## src/rtl/rggen_register_access_sequencer.sv

```systemverilog
// Host-to-register access sequencer: replays one host request on the register bus and
// returns status/read data, with decode-miss, timeout and illegal-access error generation.
module rggen_register_access_sequencer #(
  parameter int unsigned ADDRESS_WIDTH  = 8,
  parameter int unsigned DATA_WIDTH     = 32,
  parameter int unsigned TIMEOUT_CYCLES = 15
) (
  input  logic                     i_clk,
  input  logic                     i_rst,
  input  logic                     i_host_valid,
  output logic                     o_host_ready,
  input  logic [1:0]               i_host_access,
  input  logic [ADDRESS_WIDTH-1:0] i_host_address,
  input  logic [DATA_WIDTH-1:0]    i_host_write_data,
  input  logic [DATA_WIDTH-1:0]    i_host_strobe,
  output logic                     o_host_response_valid,
  input  logic                     i_host_response_ready,
  output logic [1:0]               o_host_status,
  output logic [DATA_WIDTH-1:0]    o_host_read_data,
  output logic                     o_posted_error,
  output logic                     o_reg_valid,
  output logic [1:0]               o_reg_access,
  output logic [ADDRESS_WIDTH-1:0] o_reg_address,
  output logic [DATA_WIDTH-1:0]    o_reg_write_data,
  output logic [DATA_WIDTH-1:0]    o_reg_strobe,
  input  logic                     i_reg_hit,
  input  logic                     i_reg_ready,
  input  logic [1:0]               i_reg_status,
  input  logic [DATA_WIDTH-1:0]    i_reg_read_data
);

  localparam logic [1:0] AccessIllegal     = 2'b00;
  localparam logic [1:0] AccessPostedWrite = 2'b01;
  localparam logic [1:0] AccessRead        = 2'b10;

  localparam logic [1:0] StatusSlaveError  = 2'b10;
  localparam logic [1:0] StatusDecodeError = 2'b11;

  localparam int unsigned CountWidth =
    (TIMEOUT_CYCLES > 0) ? $clog2(TIMEOUT_CYCLES + 1) : 1;
  localparam logic [CountWidth-1:0] CountLast =
    (TIMEOUT_CYCLES > 0) ? CountWidth'(TIMEOUT_CYCLES - 1) : '0;

  typedef enum logic [1:0] {
    StIdle,
    StAccess,
    StResponse
  } state_e;

  state_e                   state_q, state_d;
  logic [1:0]               access_q, access_d;
  logic [ADDRESS_WIDTH-1:0] address_q, address_d;
  logic [DATA_WIDTH-1:0]    write_data_q, write_data_d;
  logic [DATA_WIDTH-1:0]    strobe_q, strobe_d;
  logic [1:0]               status_q, status_d;
  logic [DATA_WIDTH-1:0]    read_data_q, read_data_d;
  logic [CountWidth-1:0]    count_q, count_d;
  logic                     posted_error_q, posted_error_d;

  logic                     done;
  logic [1:0]               done_status;
  logic [DATA_WIDTH-1:0]    done_data;

  always_comb begin
    state_d        = state_q;
    access_d       = access_q;
    address_d      = address_q;
    write_data_d   = write_data_q;
    strobe_d       = strobe_q;
    status_d       = status_q;
    read_data_d    = read_data_q;
    count_d        = count_q;
    posted_error_d = 1'b0;
    done           = 1'b0;
    done_status    = 2'b00;
    done_data      = '0;

    unique case (state_q)
      StIdle: begin
        if (i_host_valid) begin
          access_d     = i_host_access;
          address_d    = i_host_address;
          write_data_d = i_host_write_data;
          strobe_d     = i_host_strobe;
          if (i_host_access == AccessIllegal) begin
            status_d    = StatusSlaveError;
            read_data_d = '0;
            state_d     = StResponse;
          end else begin
            count_d = '0;
            state_d = StAccess;
          end
        end
      end

      StAccess: begin
        // Decode miss outranks a ready, which outranks the timeout.
        if (!i_reg_hit) begin
          done        = 1'b1;
          done_status = StatusDecodeError;
        end else if (i_reg_ready) begin
          done        = 1'b1;
          done_status = i_reg_status;
          if ((access_q == AccessRead) && !i_reg_status[1]) begin
            done_data = i_reg_read_data;
          end
        end else if ((TIMEOUT_CYCLES > 0) && (count_q == CountLast)) begin
          done        = 1'b1;
          done_status = StatusSlaveError;
        end else if (count_q != '1) begin
          count_d = count_q + 1'b1;
        end

        if (done) begin
          if (access_q == AccessPostedWrite) begin
            posted_error_d = done_status[1];
            state_d        = StIdle;
          end else begin
            status_d    = done_status;
            read_data_d = done_data;
            state_d     = StResponse;
          end
        end
      end

      StResponse: begin
        if (i_host_response_ready) begin
          state_d = StIdle;
        end
      end

      default: state_d = StIdle;
    endcase
  end

  always_ff @(posedge i_clk) begin
    if (i_rst) begin
      state_q        <= StIdle;
      access_q       <= 2'b00;
      address_q      <= '0;
      write_data_q   <= '0;
      strobe_q       <= '0;
      status_q       <= 2'b00;
      read_data_q    <= '0;
      count_q        <= '0;
      posted_error_q <= 1'b0;
    end else begin
      state_q        <= state_d;
      access_q       <= access_d;
      address_q      <= address_d;
      write_data_q   <= write_data_d;
      strobe_q       <= strobe_d;
      status_q       <= status_d;
      read_data_q    <= read_data_d;
      count_q        <= count_d;
      posted_error_q <= posted_error_d;
    end
  end

  assign o_host_ready          = (state_q == StIdle);
  assign o_reg_valid           = (state_q == StAccess);
  assign o_host_response_valid = (state_q == StResponse);
  assign o_host_status         = status_q;
  assign o_host_read_data      = read_data_q;
  assign o_posted_error        = posted_error_q;
  assign o_reg_access          = access_q;
  assign o_reg_address         = address_q;
  assign o_reg_write_data      = write_data_q;
  assign o_reg_strobe          = strobe_q;

endmodule

```

## config.mk

```make
export PLATFORM = sky130hd
export DESIGN_NAME = rggen_register_access_sequencer
export DESIGN_NICKNAME = d
export VERILOG_FILES = /design/src/rtl/rggen_register_access_sequencer.sv
export SDC_FILE = /design/constraint.sdc
export NUM_CORES = 1
export LEC_CHECK = 0
export ABC_AREA = 0
export BUFFER_PORTS_ARGS = -buffer_cell sky130_fd_sc_hd__buf_2
export CAP_MARGIN = 20
export CORE_MARGIN = 5
export CORE_UTILIZATION = 45
export CTS_CLUSTER_SIZE = 20
export DETAILED_ROUTE_END_ITERATION = 8
export PLACE_DENSITY_LB_ADDON = 0.3
export SLEW_MARGIN = 20
export SYNTH_ARGS = -nofsm -noshare
export SYNTH_HDL_FRONTEND = slang
export SYNTH_SLANG_ARGS = --single-unit
```

## constraint.sdc

```tcl
create_clock -name i_clk -period 2.96 [get_ports i_clk]
set_input_delay 0.148 -clock i_clk [delete_from_list [all_inputs] [get_ports i_clk]]
set_output_delay 0.148 -clock i_clk [all_outputs]
set_load 0.03 [all_outputs]
```

==> flow_results.org, run 1 <==
** Yosys
- The netlist uses 33 different library cells.
- A synthesized cell averages a little under 9 um^2.
- Counting every net in the synthesized netlist gives between 500 and 600.
- Fraction of synthesis flops using an asynchronous set or reset pin :: 0%
- The most used flip-flop cell after synthesis is sky130_fd_sc_hd__dfxtp_1.
- FF+latch count, synth :: about 120
- Sequential fraction of the synthesis area :: 57.5%
- Number of warnings issued by yosys :: 0
- Counting flops with a built-in enable in the synthesized netlist gives 0.
- Counting every instance in the synthesized netlist gives between 400 and 500.
- The cell area that synthesis handed to floorplanning was approximately 4000 um^2.

** Global route
- Total global routing track utilization :: between 20% and 30%
- Number of global-route vias before repair :: approximately 4700
- Entering global routing, the biggest net connects 75 pins.
- Global-route wire length before repair :: 23.2 mm
- The number of antenna violations at the first check in global routing came to 0.
- GRT Residual Overflow :: 0

** Detailed routing
- For this run, design rule violations remaining after detail routing come to 0.
- Total detailed-routing wirelength :: around 14 mm
- Number of optimization iterations in the first detailed-route pass :: 5
- Dividing the detail-routed wire length by the instance count gives about 16 um.
- Once detail routing completed, the nets flagged for antenna violations numbered 0.
- Via total after detailed routing :: between 4000 and 5000
- In the routed layout, each cell is associated on average with a via count of 5.07.
- Initial detailed-routing violation count :: about 230

** Finish
- Post-layout utilization of the core :: around four fifths
- Layout cells sized above 1 :: about a third
- Sequential cell area :: approximately 2300 um^2
- Area of all placed cells without fillers :: roughly 7000 um^2
- In the final layout, the multi-input gates occupy about 1600 um^2.
- Area growth, synth to finish :: 71.5%
- The net count of the finished layout is slightly below 900.
- After the flow finishes, the layout carries non-filler instances totaling 900.
- Number of inserted filler cells in the final layout :: around 540

** Timing
- Total negative slack for setup checks :: 0 ns
- Fin crit share :: 65.4%
- Headroom to the max-slew limit came out at 47.0%.
- Final setup margin :: between 1 and 1.5 ns
- The final max-slew violation count came to 0.
- Unrepaired setup endpoints after global routing :: no
- Setup violations remaining at the end of the flow were counted as 0.
- Hold Fails Final Rpt :: 0
- Max Fclk :: 517 MHz
- Worst-Margin Slew :: approximately 0.8 ns
- Worst hold slack :: about 0.066 ns
- Worst clock skew :: roughly 0.0086 ns
- Minimum period implied by the final worst setup slack :: 1.94 ns

** Pwr
- VDD sags by at most 0.000563 V.
- Leak :: 3.27 nW
- Power spread over the standard cell area amounts to roughly 670 nW/um^2.
- The design draws approximately 4.6 mW.

** Worst setup path
- The worst setup path is launched from a flip-flop.
- The largest individual stage delay along the critical path comes from the cell sky130_fd_sc_hd__nor3b_4.
- Biggest cell delay along the critical path :: 0.61 ns
- Crit-path cells :: nor3b_4 > a22oi_1 > or3_1 > a21oi_1
- Setup Crit Path Kind :: flip-flop to flip-flop
- Worst path arrival time :: roughly 2.4 ns
- STA puts the critical path data required time at between 3 and 4 ns.
- Crit path capture type :: flip-flop
- Critical path peak fanout :: 16

** Clock network
- Max H-tree Level :: 4
- Number of buffers added by the clock tree synthesis step :: 17
- Number of buffers on the longest clock path :: 2
- Clock tree synthesis selected as its root buffer the cell sky130_fd_sc_hd__clkbuf_8.
- CTS clk-pin slew, worst paths :: roughly 0.05 ns
- Clock sink count :: approximately 120
- Clock latency on the worst-skew pair, taken at its later pin, is between 0.4 and 0.5 ns.
- Post-CTS repair changed the size of 0 cells.
- TritonCTS clock tree :: done

** Floorplan
- Vertical extent of the die :: roughly 100 um
- The core region is around 8700 um^2.
- Cell row count :: 34
- The floorplan step set the die width to approximately 100 um.
- 226 I/O pins were placed.
- For this configuration, the core starts out at a cell density of 46.1%.
- Full die area :: approximately 11000 um^2

** Place
- Detailed placement ended at an HPWL of ~8.1 mm.
- PortBufs :: about 230
- Post-placement cell count :: 760
- Before CTS, the worst setup slack after placement is ~1.1 ns.
- Placed Instance Area :: between 5000 and 6000 um^2
- Routability congestion estimate :: approximately 0.82

** Run status
- The flow ran to the end, and the final reports show no timing, DRC or antenna violations.

** Hold path
- The min-delay analysis places its worst path in the category input port to flip-flop.

** Flow run
- Max-cap violations in this run came to 0.
-- flip-flops by register name, summed over array words and instances, names as in the netlist --
signal and flops:
o_posted_error 1, state_q 2, o_reg_address 8, o_reg_strobe 32, o_reg_write_data 32, o_host_read_data 32, count_q 4, o_host_status 2
o_reg_access 2
-- timing repair --
item,CTS,global route
hold endpoints to repair,107,0
buffers inserted,0,0
hold buffers,107,0
endpoints found under the setup margin,0,0
-- power breakdown --
group	internal [mW]	switching, mW
registers	1.64	0.0553
logic	0.299	0.484
clock network	1.39	0.699
total	3.33	1.24
-- cells in the mapped netlist (2+ instances only) --
cell type	number	area, um^2
sky130_fd_sc_hd__nor2_1	4	15.0
sky130_fd_sc_hd__a21oi_1	78	390
sky130_fd_sc_hd__a22o_1	33	289
sky130_fd_sc_hd__o21ai_0	3	15.0
sky130_fd_sc_hd__nand2_1	153	574
sky130_fd_sc_hd__buf_6	3	33.8
sky130_fd_sc_hd__inv_1	2	7.51
sky130_fd_sc_hd__clkbuf_1	18	67.6
sky130_fd_sc_hd__nand2b_1	3	18.8
sky130_fd_sc_hd__nor2b_1	4	25.0
sky130_fd_sc_hd__buf_1	5	18.8
sky130_fd_sc_hd__or3_1	2	12.5
sky130_fd_sc_hd__o211ai_1	2	15.0
sky130_fd_sc_hd__buf_2	5	25.0
sky130_fd_sc_hd__dfxtp_1	115	2300
sky130_fd_sc_hd__a211oi_1	3	22.5
sky130_fd_sc_hd__ha_1	2	25.0
sky130_fd_sc_hd__nand3_1	2	10.0
-- per-layer routing --
layer	global-route usage (%)	vias to the layer above	routed length (um)
met5	0	-	0
met4	11.7	0	554
met3	7.32	46	949
met2	45.1	212	7270
met1	28.8	2121	5540
li1	-	2184	-
-- worst max-delay path: cells and delay by family (launching register included) --
kind	cells	cell delay, ns
simple gates	2	1.03
compound gates	2	0.46
flops	1	0.38
-- logic make-up after synthesis --
family	share of synthesized area, %
adder cells (fa/ha/maj)	0.625
AO/OA/AOI/OAI	19.4
XOR/XNOR	0.219
multiplexers	0.281
buffers and inverters	3.91
AND/OR/NAND/NOR	18.1
flip-flops	57.5
-- final cells by class --
cell class / instances / area share, %
Sequential cell: 115 / 33.5
Timing Repair Buffer: 338 / 32.7
Multi-Input combinational cell: 303 / 22.7
Clock buffer: 20 / 6.34
Clock inverter: 12 / 2.62
Tap cell: 108 / 1.97
Inverter: 3 / 0.164
Antenna cell: 1 / 0.0364
-- layout by cell type (no fill, tap or decap), types with 4 or more instances in the layout --
master / Yosys / final
sky130_fd_sc_hd__a21oi_1: 78 / 78
sky130_fd_sc_hd__dlygate4sd3_1: 0 / 107
sky130_fd_sc_hd__nor2b_1: 4 / 4
sky130_fd_sc_hd__clkbuf_16: 0 / 16
sky130_fd_sc_hd__buf_2: 5 / 225
sky130_fd_sc_hd__nor2_1: 4 / 4
sky130_fd_sc_hd__dfxtp_1: 115 / 115
sky130_fd_sc_hd__a22o_1: 33 / 33
sky130_fd_sc_hd__bufinv_16: 0 / 4
sky130_fd_sc_hd__nand2_1: 153 / 153
sky130_fd_sc_hd__buf_4: 0 / 6
-- path summary, 6_finish.rpt --
path	startpoint	end	slack (ns)	cells after the start
worst min register to register	o_reg_strobe[3]	o_reg_strobe[3]	0.45	2
worst max register to register	state_q[0]	count_q[3]	1.02	4
worst min-delay path	i_reg_hit	o_posted_error	0.07	3
worst max-delay path	state_q[0]	count_q[3]	1.02	4
Power figures use the tool's default switching activity.
==> run 2, diff against run 1 <==
Settings changed: ABC_AREA 0 to 1.
Clock period 2.96 ns to 2 ns, I/O delays scaled along.
==> run 2 against run 1 <==
Effect of this change: sequential share of layout area shrank 3.0 points; core utilization shrank 5.4 points; register-to-register slack lost 0.69 ns; largest cell class is now non-clock buffers; largest power group unchanged.
==> flow_results.org, run 2 <==
** Run status
- Outcome: finished, final reports clean (unchanged).

** Clock network
- The clock tree from TritonCTS was done (unchanged).
- CTS clk-pin slew, worst paths :: 0.06 ns (was 0.05 ns)
- Setup Buffers After CTS :: 0 (unchanged)
- Cts repair resizes :: 0 (unchanged)
- The cell at the root of the clock tree was sky130_fd_sc_hd__clkbuf_8 (unchanged).
- The number of clock buffers inserted by TritonCTS is 17 (unchanged).
- Clk_lat worst skew :: 0.50 ns (was 0.49 ns)
- The number of levels in the clock H-tree came to 4 (unchanged).
- Number of buffers on the longest clock path :: 2 (unchanged)
- Clock sink count :: 115 (unchanged)

** Floorplan
- The initial standard-cell utilization of the core came to 45.8% (was 46.1%).
- Cell row count :: 37 (was 34)
- # IOs :: 226 (unchanged)
- Full die area :: 12600 um^2 (was 10900 um^2)
- The die boundary height is 112 um (was 104 um).
- Horizontal die dimension :: 112 um (was 104 um)
- The core area came to 10200 um^2 (was 8680 um^2).

** Place
- The instance area at placement came to 5860 um^2 (was 5180 um^2).
- The number of input and output port buffers inserted was 225 (unchanged).
- Routability congestion estimate :: 0.815 (was 0.822)
- The number of instances in the placed design is 1006 (was 760).
- The sum of net half-perimeters after detailed placement is 8.92 mm (was 8.14 mm).

** Worst setup path
- The worst-path cell with the longest stage delay was sky130_fd_sc_hd__dfxtp_1 (was sky130_fd_sc_hd__nor3b_4).
- Crit path capture type :: flip-flop (unchanged)
- The launching instance or port of the critical path was count_q[0] (was state_q[0]).
- The depth of the worst register-to-register path came to 8 (was 4).
- Origin of the critical flop-to-flop path :: count_q[0] (was state_q[0])
- In this design, the critical path's most frequently occurring cell is sky130_fd_sc_hd__nand2_1.
- The endpoint of the lowest-slack register-to-register path is o_host_read_data[8] (was count_q[3]).
- Worst path arrival time :: 2.05 ns (was 2.35 ns)
- The critical path launch point type was a flip-flop (unchanged).
- Setup slack of the worst register-to-register path :: 0.34 ns (was 1.02 ns)
- The required time of the critical path was 2.39 ns (was 3.38 ns).
- Crit-path cells :: inv_1 > ha_1 > nand3_1 > nand3_2 > nand3_4 > nand2_1 > nand2_1 > nor2_1 (was nor3b_4 > a22oi_1 > or3_1 > a21oi_1)
- The largest fanout of any net on the critical path is 46 (was 16).
- Biggest cell delay along the critical path :: 0.39 ns (was 0.61 ns)
- Setup Crit Path Kind :: flip-flop to flip-flop (unchanged)
- Total buffers and inverters traversed by the critical path :: 1 (was 0)
- Family of cells with the greatest summed delay on the critical path :: simple AND/OR/NAND/NOR gates (unchanged)

** Yosys
- Synthesized area :: 4690 um^2 (was 4000 um^2)
- Number of warnings issued by yosys :: 0 (unchanged)
- The synthesized net count is 790 (was 568).
- FF+latch count, synth :: 115 (unchanged)
- Fraction of post-synthesis cell area in the top cell type by area :: 49.1% (was 57.5%)
- Top cells by instance count after synthesis: 246 x sky130_fd_sc_hd__nor2_1, 115 x sky130_fd_sc_hd__dfxtp_1, 99 x sky130_fd_sc_hd__nand2_1, 68 x sky130_fd_sc_hd__o21ai_0, 56 x sky130_fd_sc_hd__inv_1 (was 153 x sky130_fd_sc_hd__nand2_1, 115 x sky130_fd_sc_hd__dfxtp_1, 78 x sky130_fd_sc_hd__a21oi_1, 33 x sky130_fd_sc_hd__a22o_1, 18 x sky130_fd_sc_hd__clkbuf_1).
- The async set-reset flop share out of synthesis came to 0% (unchanged).
- Primary flip-flop cell chosen by synthesis mapping :: sky130_fd_sc_hd__dfxtp_1 (unchanged)
- Top area cells in the synthesized netlist: sky130_fd_sc_hd__dfxtp_1 49%, sky130_fd_sc_hd__nor2_1 20%, sky130_fd_sc_hd__nand2_1 7.9%, sky130_fd_sc_hd__o21ai_0 7.3%, sky130_fd_sc_hd__inv_1 4.5% (was sky130_fd_sc_hd__dfxtp_1 57%, sky130_fd_sc_hd__nand2_1 14%, sky130_fd_sc_hd__a21oi_1 9.8%, sky130_fd_sc_hd__a22o_1 7.2%, sky130_fd_sc_hd__clkbuf_1 1.7%).
- Most instantiated library cell after synthesis :: sky130_fd_sc_hd__nor2_1 (was sky130_fd_sc_hd__nand2_1)
- Sequential fraction of the synthesis area :: 49.1% (was 57.5%)
- The number of synthesized flops with an enable pin was 0 (unchanged).
- The instance count of the mapped netlist was 674 (was 452).
- Mean cell area of the mapped netlist :: 6.96 um^2 (was 8.86 um^2)
- Synth area leader :: sky130_fd_sc_hd__dfxtp_1 (unchanged)
- The count of distinct cell types in the synthesized netlist is 29 (was 33).

** Finish
- Number of nets in the finished design :: 1115 (was 894)
- Most common cell after layout, fill and taps aside :: sky130_fd_sc_hd__nor2_1 (was sky130_fd_sc_hd__buf_2)
- Area of all placed cells without fillers :: 7540 um^2 (was 6870 um^2)
- The final cell count without fillers came to 1148 (was 900).
- Top library cells by usage in the layout, fill and taps aside :: 246 x sky130_fd_sc_hd__nor2_1, 225 x sky130_fd_sc_hd__buf_2, 115 x sky130_fd_sc_hd__dfxtp_1 (was 225 x sky130_fd_sc_hd__buf_2, 153 x sky130_fd_sc_hd__nand2_1, 115 x sky130_fd_sc_hd__dfxtp_1)
- Layout cells sized above 1 :: 27.6% (was 33.9%)
- The count of inserted antenna diode cells is 0 (was 1).
- The area growth from synthesis to layout came to 60.9% (was 71.5%).

** Hold path
- The worst min-delay path class is input port to flip-flop (unchanged).
- The hold path endpoint is o_posted_error (unchanged).
- Number of cells traversed by the worst hold path :: 5 (was 3)
- Hold wc startpoint :: i_reg_status[1] (was i_reg_hit)

** Timing
- Hold Fails Final Rpt :: 0 (unchanged)
- The period utilization came to 83.2% (was 65.4%).
- The worst-case headroom to the max-slew limit came to 68.8% (was 47.0%).
- The maximum operating frequency was 601 MHz (was 517 MHz).
- The shortest clock period the worst path allows after layout is 1.66 ns (was 1.94 ns).
- Unrepaired setup endpoints after global routing: no (unchanged).
- Worst-Margin Slew :: 0.468 ns (was 0.795 ns)
- Total negative slack for setup checks :: 0 ns (unchanged)
- The final max-slew violation count is 0 (unchanged).
- The count of endpoints failing setup in the final report came to 0 (unchanged).
- Worst clock skew :: 0.00691 ns (was 0.00861 ns)

** Pwr
- Net switching fraction of the power :: 38.0% (was 27.1%)
- Cell-internal power :: 5.45 mW (was 3.33 mW)
- Share of power burned in the clock network :: 33.9% (was 45.7%)
- Switch Pwr :: 3.35 mW (was 1.24 mW)
- The cell area power density was 1170 nW/um^2 (was 666 nW/um^2).
- Highest ir drop seen on vdd :: 0.000798 V (was 0.000563 V)
- The static leakage power was 3.90 nW (was 3.27 nW).
- The combinational share of power was 32.8% (was 17.1%).
- The sequential group share of total power came to 33.3% (was 37.2%).

** Global route
- The largest net degree at the start of global routing was 109 (was 75).
- The via count of the first global-routing pass came to 5255 (was 4656).
- The wire length of the first global-routing pass was 24.8 mm (was 23.2 mm).
- The global-route total usage across every layer is 24.1% (was 25.8%).
- The number of antenna violations at the first check in global routing was 0 (unchanged).
- The final global-route overflow total came to 0 (unchanged).

** Detailed routing
- Via density :: 4.67 (was 5.07)
- Total detailed-routing wirelength :: 15.3 mm (was 14.3 mm)
- Count of unresolved DRC violations after routing :: 0 (unchanged)
- Via total after detailed routing :: 5357 (was 4563)
- The post-route antenna net violation count came to 0 (unchanged).
- Initial detailed-routing violation count :: 479 (was 231)
- Detailed-route wire length per cell :: 13.3 um (was 15.9 um)
- Number of optimization iterations in the first detailed-route pass :: 6 (was 5)

** Flow run
- Max-cap viol count :: 0 (unchanged)
run 2: kinds of logic (layout without fill, tap and decap cells):
kind of cell	Yosys count	after routing	share of synthesized area (%)
simple gates	373	373	31.6
flops	115	115	49.1
buf+inv	98	436	9.39
compound gates	85	85	9.18
fa+ha+maj	2	2	0.534
xor+xnor	1	1	0.187
run 2: area by class of cell:
cell class	instances	area, um^2
clock buffer	17	414
clock inverter	15	171
fill	748	2690
inverter	61	229
multi-input combinational	461	1950
sequential	115	2300
tap	136	170
timing repair buffer	343	2310
run 2: what timing repair did:
action / 4_1_cts / 5_1_grt
hold buffers: 110 / 0
setup endpoints to repair: 0 / 0
hold endpoints to repair: 114 / 0
run 2: per-layer routing:
metal  vias to the layer above  track usage (%)  routed length, um
li1                       2711                -                  -
met1                      2381             27.2               6040
met2                       218             41.5               7600
met3                        47             7.01               1100
met4                         0             11.9                567
met5                         -                0                  0
run 2: worst max-delay path by stage:
stage          depth (start not counted)                   end  slack, ns
2_1_floorplan                          6      o_reg_strobe[20]       0.28
3_3_place_gp                           7  o_host_read_data[28]       0.40
3_5_place_dp                           7  o_host_read_data[17]       0.37
4_1_cts                                8   o_host_read_data[8]       0.32
5_1_grt                                8   o_host_read_data[4]       0.13
6_report                               8   o_host_read_data[8]       0.34
run 2: worst reg2reg max path, delay by kind of cell (launching register included):
family	cells	cell delay [ns]
flip-flops	1	0.39
adder cells (fa/ha/maj)	1	0.21
buffers and inverters	1	0.08
AND/OR/NAND/NOR	6	0.91
run 2: power groups by stage:
stage | combinational, mW | sequential, mW | clock, mW
detailed placement | 2.67 | 2.97 | 0
floorplan | 1.18 | 3.75 | 0
global route | 3.16 | 2.98 | 3.16
CTS | 2.86 | 2.92 | 3.04
finish | 2.89 | 2.93 | 2.99
global placement | 2.66 | 2.96 | 0
run 2: per-stage QoR:
step	hold slack (ns)	worst slack [ns]	utilization [%]	power [mW]
final	0.0557	0.336	73.7	8.80
after global routing	0.0736	0.132	73.7	9.30
after detailed placement	0.343	0.374	57.3	5.64
after floorplan	0.245	0.282	-	4.93
after global placement	0.333	0.401	57.3	5.62
after CTS	0.0227	0.321	73.7	8.82
